<file path="config.mk">
export PLATFORM = sky130hd
export DESIGN_NAME = stage_m
export DESIGN_NICKNAME = d
export VERILOG_FILES = /design/src/rtl/stage_m.sv
export SDC_FILE = /design/constraint.sdc
export NUM_CORES = 1
export LEC_CHECK = 0
export CAP_MARGIN = 30
export CELL_PAD_IN_SITES_DETAIL_PLACEMENT = 0
export CELL_PAD_IN_SITES_GLOBAL_PLACEMENT = 2
export CORE_MARGIN = 1
export CORE_UTILIZATION = 25
export CTS_BUF_LIST = sky130_fd_sc_hd__clkbuf_8
export DETAILED_ROUTE_END_ITERATION = 8
export PLACE_DENSITY_LB_ADDON = 0.1
export SLEW_MARGIN = 20
export SYNTH_ARGS = -nofsm -noshare
export SYNTH_HDL_FRONTEND = slang
export SYNTH_SLANG_ARGS = --single-unit
</file>
<file path="constraint.sdc">
create_clock -name clk -period 1.95 [get_ports clk]
set_input_delay 0.2925 -clock clk [delete_from_list [all_inputs] [get_ports clk]]
set_output_delay 0.2925 -clock clk [all_outputs]
set_load 0.05 [all_outputs]
</file>
<file path="src/rtl/stage_m.sv">
// Memory/writeback stage: X->M pipeline register, DMEM handshake,
// load alignment and the single-cycle writeback strobe.
module stage_m #(
  parameter logic [31:0] NOP_INST = 32'h00000013
) (
  input  logic        clk,
  input  logic        rst_n,
  input  logic        valid_X,
  input  logic        flush_X,
  input  logic [31:0] inst_X,
  input  logic [31:0] alu_out_X,
  input  logic [31:0] store_data_X,
  input  logic [3:0]  mem_rw_X,
  input  logic [31:0] pc4_X,
  output logic        dmem_req,
  output logic [31:0] dmem_addr,
  output logic [3:0]  dmem_we,
  output logic [31:0] dmem_wdata,
  input  logic        dmem_gnt,
  input  logic        dmem_rvalid,
  input  logic [31:0] dmem_rdata,
  output logic [31:0] inst_M,
  output logic [31:0] alu_out_M,
  output logic        stall,
  output logic        wb_valid,
  output logic [31:0] wb_data
);

  localparam logic [6:0] OP_LOAD  = 7'b0000011;
  localparam logic [6:0] OP_STORE = 7'b0100011;
  localparam logic [6:0] OP_JAL   = 7'b1101111;
  localparam logic [6:0] OP_JALR  = 7'b1100111;

  typedef enum logic [1:0] {
    M_IDLE,
    M_REQ,
    M_RESP,
    M_DONE
  } state_t;

  state_t      state;
  state_t      state_nxt;
  logic [31:0] store_data_M;
  logic [3:0]  mem_rw_M;
  logic [31:0] pc4_M;
  logic        valid_M;
  logic [31:0] load_q;
  logic [31:0] load_aligned;
  logic [7:0]  byte_sel;
  logic [15:0] half_sel;
  logic        is_load;
  logic        is_store;
  logic        is_jump;
  logic        cap_valid;
  logic        cap_mem;

  assign is_load  = valid_M && (inst_M[6:0] == OP_LOAD);
  assign is_store = valid_M && (inst_M[6:0] == OP_STORE);
  assign is_jump  = valid_M &&
                    ((inst_M[6:0] == OP_JAL) ||
                     (inst_M[6:0] == OP_JALR));

  assign cap_valid = valid_X && !flush_X;
  assign cap_mem   = cap_valid &&
                     ((inst_X[6:0] == OP_LOAD) ||
                      (inst_X[6:0] == OP_STORE));

  assign stall      = (state == M_REQ) || (state == M_RESP);
  assign dmem_req   = (state == M_REQ);
  assign dmem_addr  = {alu_out_M[31:2], 2'b00};
  assign dmem_we    = (dmem_req && is_store) ? mem_rw_M : 4'b0000;
  assign dmem_wdata = store_data_M << {alu_out_M[1:0], 3'b000};

  assign wb_valid = (state == M_DONE) ||
                    ((state == M_IDLE) && valid_M &&
                     !is_load && !is_store);
  assign wb_data  = is_load ? load_q :
                    is_jump ? pc4_M  : alu_out_M;

  // Pick the addressed byte/half and extend per funct3.
  always_comb begin
    byte_sel     = dmem_rdata[7:0];
    half_sel     = dmem_rdata[15:0];
    load_aligned = 32'h0;
    case (alu_out_M[1:0])
      2'd1:    byte_sel = dmem_rdata[15:8];
      2'd2:    byte_sel = dmem_rdata[23:16];
      2'd3:    byte_sel = dmem_rdata[31:24];
      default: byte_sel = dmem_rdata[7:0];
    endcase
    if (alu_out_M[1]) half_sel = dmem_rdata[31:16];
    case (inst_M[14:12])
      3'b000:  load_aligned = {{24{byte_sel[7]}}, byte_sel};
      3'b100:  load_aligned = {24'h0, byte_sel};
      3'b001:  load_aligned = {{16{half_sel[15]}}, half_sel};
      3'b101:  load_aligned = {16'h0, half_sel};
      3'b010:  load_aligned = dmem_rdata;
      default: load_aligned = 32'h0;
    endcase
  end

  // Next-state logic for the DMEM handshake.
  always_comb begin
    state_nxt = state;
    case (state)
      M_IDLE:  state_nxt = cap_mem ? M_REQ : M_IDLE;
      M_REQ:   if (dmem_gnt)
                 state_nxt = is_store ? M_DONE : M_RESP;
      M_RESP:  if (dmem_rvalid) state_nxt = M_DONE;
      M_DONE:  state_nxt = cap_mem ? M_REQ : M_IDLE;
      default: state_nxt = M_IDLE;
    endcase
  end

  // State register and load-data capture.
  always_ff @(posedge clk) begin
    if (!rst_n) begin
      state  <= M_IDLE;
      load_q <= 32'h0;
    end else begin
      state <= state_nxt;
      if ((state == M_RESP) && dmem_rvalid)
        load_q <= load_aligned;
    end
  end

  // X->M pipeline register; holds while stalled.
  always_ff @(posedge clk) begin
    if (!rst_n) begin
      inst_M       <= NOP_INST;
      alu_out_M    <= 32'h0;
      store_data_M <= 32'h0;
      mem_rw_M     <= 4'h0;
      pc4_M        <= 32'h0;
      valid_M      <= 1'b0;
    end else if (!stall) begin
      alu_out_M    <= alu_out_X;
      store_data_M <= store_data_X;
      pc4_M        <= pc4_X;
      if (cap_valid) begin
        inst_M   <= inst_X;
        mem_rw_M <= mem_rw_X;
        valid_M  <= 1'b1;
      end else begin
        inst_M   <= NOP_INST;
        mem_rw_M <= 4'h0;
        valid_M  <= 1'b0;
      end
    end
  end

endmodule
</file>
==> results of run 1 <==
## flip-flops by register name (all words and copies together), names as in the netlist
name          flops
pc4_M            32
load_q           32
alu_out_M        32
mem_rw_M          4
inst_M           32
state             2
valid_M           1
store_data_M     32
## cell usage after synthesis, drive strengths merged, types with 2 or more instances
| cell type | number | area, um2 |
|---|---|---|
| and2 | 34 | 213 |
| clkbuf | 33 | 128 |
| o21ai | 70 | 350 |
| o21bai | 2 | 15.0 |
| or3 | 2 | 12.5 |
| a22oi | 33 | 248 |
| nor2 | 148 | 563 |
| a211oi | 10 | 75.1 |
| buf | 69 | 447 |
| a221oi | 12 | 105 |
| o221ai | 6 | 52.6 |
| nor3 | 2 | 21.3 |
| nand2b | 2 | 12.5 |
| nor2b | 11 | 68.8 |
| nand2 | 63 | 236 |
| mux2i | 155 | 1550 |
| nand3 | 5 | 25.0 |
| inv | 7 | 26.3 |
| o22ai | 4 | 25.0 |
| a21oi | 60 | 300 |
| o21ba | 2 | 20.0 |
| a2bb2oi | 2 | 17.5 |
| dfxtp | 167 | 3340 |
| ha | 4 | 50.1 |
| and3 | 2 | 12.5 |
| a311oi | 2 | 17.5 |
## placed cells by master, fill, tap and decap left out, types with 22 or more instances in the layout
cell,n
sky130_fd_sc_hd__buf_6,22
sky130_fd_sc_hd__dlygate4sd2_1,80
sky130_fd_sc_hd__dfxtp_1,157
sky130_fd_sc_hd__a21oi_1,52
sky130_fd_sc_hd__buf_4,48
sky130_fd_sc_hd__nand2_1,50
sky130_fd_sc_hd__clkdlybuf4s50_1,169
sky130_fd_sc_hd__buf_12,83
sky130_fd_sc_hd__mux2i_1,146
sky130_fd_sc_hd__a22oi_1,33
sky130_fd_sc_hd__o21ai_4,33
sky130_fd_sc_hd__and2_1,30
sky130_fd_sc_hd__o21ai_0,30
sky130_fd_sc_hd__nor2_1,138
## report_power, final
| part | switching [mW] | total [mW] | internal (mW) |
|---|---|---|---|
| Sequential | 0.434 | 4.32 | 3.88 |
| Clock | 1.48 | 2.60 | 1.12 |
| Combinational | 4.59 | 8.32 | 3.73 |
## layout make-up
type,instances,share of cell area
diodes,2,0.000350
clock buffers,19,0.0183
clock inverters,13,0.00962
inverters,8,0.00227
multi-input cells,640,0.342
flip-flops and latches,167,0.235
well taps,402,0.0351
repair buffers,424,0.358
## critical path: stages, from the launching register on
cell                      delay [ns]
sky130_fd_sc_hd__dfxtp_4        0.35
sky130_fd_sc_hd__or3_4          0.40
sky130_fd_sc_hd__nor3_4         0.21
sky130_fd_sc_hd__buf_6          0.20
sky130_fd_sc_hd__buf_12         0.18
sky130_fd_sc_hd__buf_12         0.14
sky130_fd_sc_hd__o21ai_4        0.06
sky130_fd_sc_hd__buf_12         0.15
## through the flow
step,total power [mW],TNS [ns]
after global routing,16.0,-21.62
after CTS,15.2,-19.65
after detailed placement,12.1,-1.02
after floorplan,9.16,-4.47
after global placement,12.1,-0.196
final,15.2,-16.58
## worst max path at each step
| stage | slack (ns) | cells after the start | startpoint | endpoint |
|---|---|---|---|---|
| 2_1_floorplan | -0.14 | 5 | alu_out_M[1] | dmem_wdata[11] |
| 3_3_place_gp | -0.02 | 6 | inst_M[6] | wb_data[4] |
| 3_5_place_dp | -0.05 | 6 | inst_M[6] | wb_data[22] |
| 4_1_cts | -0.57 | 7 | inst_M[6] | wb_data[9] |
| 5_1_grt | -0.61 | 7 | inst_M[2] | wb_data[24] |
| 6_report | -0.52 | 7 | inst_M[2] | wb_data[24] |
## cell families (layout without fill, tap and decap cells)
logic type,Yosys count,after routing
other cells,1,4
flops,167,167
compound gates,207,207
fa+ha+maj,4,4
simple gates,272,272
mux,155,155
buf+inv,110,464
## metal layers
metal,global-route usage,vias up
met5,0,-
met4,0.0373,4
met3,0.0534,14
met2,0.309,211
met1,0.252,3746
li1,-,3857
## timing repair
item | CTS | global route
setup endpoints to repair | 150 | 125
resized for setup | 133 | 78
hold endpoints to repair | 0 | 0
pin swaps | 7 | 30
gates cloned | 6 | 4
buffers inserted | 17 | 6
==> summary.md, run 1 <==
The number of design rule violations left after detail routing was 0; the proportion of synthesized chip area in sequential cells was 0.418. The most used flip-flop cell after synthesis is sky130_fd_sc_hd__dfxtp_1. Setup violations remaining at the end of the flow were counted as 45. Synthesis instantiated 41 different standard cells from the library.

The per-instance average area after synthesis was 8.74 um2. Setup repair after global routing could not meet its margin everywhere. The detailed router finished its first iteration with 315 violations. Total global routing track utilization: 0.191. The floorplan step set the die height to 181 um. The cell sitting at the root of the clock tree is a sky130_fd_sc_hd__clkbuf_8. The share of the synthesized netlist area taken by xor and xnor gates came out at 0.

The run gives 74 as the pin count of the biggest net entering global routing. The finished cells cover 0.0143 mm2. The multiplexer area fraction after synthesis came out at 0.194. The routed wire length per instance is 19.0 um, and the number of port buffers is 334. The number of clock sinks was 167; the smallest hold slack was 0.413 ns.

The run finished, with violations left. The period utilization is 1.27. Multi-input logic area: 0.00489 mm2. The number of global-route vias before repair is 7675. Category of the worst setup path launch point: a flip-flop. The number of top-level pins was 337.

Once detail routing completed, the nets flagged for antenna violations numbered 0. Counting flops and latches in the post-synthesis netlist gives 167. The max-capacitance violation count came out at 0.

For the worst setup path, the data required time is 1.66 ns. The share of post-route cells with drive strength above 1 works out to 0.249. The first global-routing pass estimated 47500 um of wire. The H-tree was split into 4 levels.

Detailed routing inserted a total of 7832 vias. The worst register-to-register path has a depth of 7. At the end of the flow, the number of nets in the layout was 1432.

The setup slack after layout was -0.519 ns; the initial antenna violation count was 3. After detailed routing, the wire length on met1 is 14700 um. The worst voltage drop across the vdd grid was 0.549 mV. By area, the combinational part of the netlist is dominated by multiplexers. The worst-skew pair later-pin latency is 0.47 ns. The relative slew slack came out at 0.604. The type of the most critical hold path is in -> reg. In this run the register-to-register setup slack is 0.13 ns.

The run gives 14900 um as the routed wire length on met2. The number of cells traversed by the worst hold path is 3. The run gives 0.00801 mm2 as the post-synthesis instance area.

The number of synthesized flops with an enable pin is 0. After detailed routing, no signal wire sits above met5. The run gives 31800 um as the total detailed-routing wirelength. The endpoint identified for the worst register-to-register timing path is alu_out_M[3]. The minimum clock period was 2.47 ns. The post-route non-filler standard cell count is 1675.

The run gives 17 as the TritonCTS buffer count. The endpoint arrival time on the critical path is 2.18 ns. The average vias per placed instance came out at 4.68. The worst hold path terminates at alu_out_M[25]. The die outline width works out to 181 um. Areal power density over the cells: 1060 mW/mm2.

Adder and majority cell fraction of the synthesized area: 0.00625. The worst setup path is captured at an output port. The worst register-to-register path begins at state[1].

For the final-report hold violation count, the log shows 0. The maximum net fanout on the critical path works out to 7. The cts-stage hold buffer count is 0.

The Yosys step of the flow raised 0 warnings. The core region is 0.0316 mm2. The placed instances occupy a cell area of 0.0130 mm2. The first detailed-routing pass took 4 iterations. In the synthesized netlist, the number of instances is 916. In this run the core area contains 65 standard-cell rows. The setup skew after layout was 0.0149 ns. The layout has 3060 filler cells. The tools report the sequential standard cell area as 0.00337 mm2. The routability congestion estimate is 0.774. For this design the static power due to leakage is 5.62 nW.

The slew at the pin closest to its max-slew limit works out to 0.592 ns. TritonCTS built the clock tree. In the detailed route, the total length drawn on met3 is 1980 um. The setup path with the least slack is of type reg -> out.

For the initial core utilization, the log shows 0.254. The worst hold path begins at alu_out_X[25]. The tools report the core utilization of the finished layout as 0.454.

The total count of max-transition violations in the final report was 0; the post-DP HPWL was 21900 um. The tools report the cell total after placement as 1608. The synthesized-area fraction occupied by ao, oa, aoi and oai cells is 0.157.

The area enclosed by the die boundary is 0.0327 mm2, and the synthesized-area fraction occupied by and/or/nand/nor cells is 0.149. The proportion of synthesized flip-flops having asynchronous set or reset was 0; the clock-pin slew on the worst setup and hold paths was 0.10 ns. Compared with the post-synthesis result, the final layout area differs by 78.8%. The worst-case clock buffer depth is 2, and the top achievable clock speed is 405 MHz.

For this run the aggregate overflow at the end of global routing stands at 0. The final reports fail on negative setup slack. The run gives -0.0550 ns as the post-placement worst setup slack.
Power figures use the tool's default switching activity.
==> run 2, diff against run 1 <==
CORE_ASPECT_RATIO = 1.25   (was default)
==> summary.md, run 2 (synthesis results as in run 1) <==
The flow ran to the end, but the final reports show violations. The final reports fail on negative setup slack. The logs give 72 (+11%) for the placement row count and 0.0328 mm2 (about the same) for the area enclosed by the die boundary. The minimum clock period works out to 2.39 ns (-0.0811 ns).

The category of the worst setup path launch point is a flip-flop. The antenna violation net count after detailed routing is 0 (unchanged), and the data required time of the worst path is 1.66 ns (about the same). The areal power density over the cells is 1040 mW/mm2 (-2.0%), and the worst-skew pair later-pin latency is 0.46 ns (about the same).

The number of top-level pins is 337 (unchanged). The clock-pin slew on the worst setup and hold paths is 0.10 ns (about the same). Number of global-route vias before repair: 7831 (+2.0%). The run gives 0.256 (+0.00240) as the initial core utilization.

Type of the most critical hold path: in -> reg. The library cell used most frequently in the layout, excluding fill and tap cells, is sky130_fd_sc_hd__clkdlybuf4s50_1. The total detailed-routing wirelength is 31400 um (-1.1%). Number of design rule violations left after detail routing: 0 (unchanged).

The critical path is of the reg -> out type. The area of the core is 0.0313 mm2 (-0.94%), and the worst voltage drop across the vdd grid is 0.610 mV (+11%). The top cell types in the final layout, fill and taps aside, are sky130_fd_sc_hd__clkdlybuf4s50_1 (169), sky130_fd_sc_hd__dfxtp_1 (158), sky130_fd_sc_hd__nor2_1 (139). The run gives 40 (-11%) as the final count of negative-setup-slack endpoints. The final non-filler cell area is 0.0143 mm2 (about the same), and the number of DRC violations after detailed-routing iteration 0 is 349 (+11%).

The final-report hold violation count came out at 0 (unchanged). Slew at the pin closest to its max-slew limit: 0.560 ns (-0.0329 ns). The run gives 0.0143 ns (-0.000669 ns) as the setup skew after layout. The final global-route overflow total is 0 (unchanged). Setup repair after global routing could not meet its margin everywhere. The post-detailed-placement cell area was 0.0128 mm2 (-1.2%). The static power due to leakage is 5.59 nW (-0.51%), and the post-DP HPWL is 22100 um (+1.3%). The relative slew slack was 0.626 (+0.0220); the post-placement worst setup slack was -0.0796 ns (-0.0246 ns). The pin count of the biggest net entering global routing came out at 59 (-20%). For the top achievable clock speed, the log shows 419 MHz (+3.4%).

The setup slack after layout is -0.438 ns (+0.0811 ns). The tools report the buffer cell driving the clock tree root as sky130_fd_sc_hd__clkbuf_8. The total count of max-transition violations in the final report was 0 (unchanged); the average vias per placed instance was 4.65 (-0.62%).

The die outline width works out to 162 um (-10%). The total iterations of the first detailed-routing run is 5 (+1), and the final net count is 1425 (-0.49%). The tools report the routability congestion estimate as 0.826 (+6.7%). TritonCTS built the clock tree.

The run gives 0.423 ns (+0.0107 ns) as the smallest hold slack. The logs give 2 (unchanged) for the worst-case clock buffer depth and 7765 (-0.86%) for the total number of vias. The count of antenna diodes in the layout is 0 (-2), and the period utilization is 1.22 (-0.0416). The maximum net fanout on the critical path was 8 (+1). The logs give 14.9 mW (-2.1%) for the sum of internal, switching and leakage power and 47500 um (-0.12%) for the wire length of the first global-routing pass. The tools report the cell total after placement as 1602 (-0.37%). The initial antenna violation count was 0 (-3); the TritonCTS buffer count was 17 (unchanged).

The max-capacitance violation count is 0 (unchanged), and the area growth from synthesis to final layout is 78.7% (about the same). The run gives 4 (unchanged) as the H-tree depth. The logs give 167 (unchanged) for the number of clock sinks and 1671 (-0.24%) for the post-route non-filler standard cell count. The total global routing track utilization is 0.192 (+0.00124). The chip height works out to 202 um (+12%). The kind of end point of the critical path was an output port. Endpoint arrival time on the critical path: 2.10 ns (-0.08 ns).

The number of port buffers was 334 (unchanged). The share of post-route cells with drive strength above 1 came out at 0.268 (+0.0188). The routed wire length per instance is 18.8 um (-0.84%).
-- run 2: power breakdown --
part | switching [mW] | internal, mW
Combinational | 4.57 | 3.61
Sequential | 0.476 | 3.88
Clock | 1.42 | 0.966
-- run 2: metrics by stage --
stage	TNS [ns]	util
3_5_place_dp	-0.671	0.410
6_report	-14.19	0.458
3_3_place_gp	-0.348	0.410
5_1_grt	-18.63	0.458
4_1_cts	-16.00	0.448
2_1_floorplan	-4.47	-
-- run 2: path summary, 6_finish.rpt --
path	start	to	slack, ns	cells after the start
worst max register to register	alu_out_M[1]	load_q[12]	0.10	7
worst min register to register	valid_M	valid_M	0.50	2
worst min-delay path	alu_out_X[20]	alu_out_M[20]	0.42	3
worst max-delay path	inst_M[6]	wb_data[21]	-0.44	7
-- run 2: cell type report --
cell class              instances  area, um2
flip-flops and latches        167       3360
fillers                      2976      17000
well taps                     407        509
repair buffers                417       4990
multi-input cells             640       5050
clock buffers                  19        262
clock inverters                13       96.3
inverters                       8       32.5
-- run 2: repair_timing --
action | in CTS | in global routing
gates resized for setup | 204 | 51
setup endpoints to repair | 140 | 81
setup buffers | 20 | 11
hold buffers | 0 | 0
cloned | 8 | 0
pin swaps | 17 | 10
endpoints found under the hold margin | 0 | 0
-- run 2: routing by layer --
metal	track usage	vias up	wire length, um
met3	0.0437	18	1650
met2	0.344	245	16200
met5	0	-	0
met1	0.225	3668	13100
li1	-	3834	-
met4	0.0536	0	436
-- run 2: critical path: stages (launching register included) --
cell and delay [ns]:
sky130_fd_sc_hd__dfxtp_4 0.35, sky130_fd_sc_hd__or3_4 0.39, sky130_fd_sc_hd__nor3_4 0.16, sky130_fd_sc_hd__buf_12 0.19, sky130_fd_sc_hd__buf_12 0.17, sky130_fd_sc_hd__buf_8 0.13
sky130_fd_sc_hd__o21ai_4 0.07, sky130_fd_sc_hd__buf_12 0.15
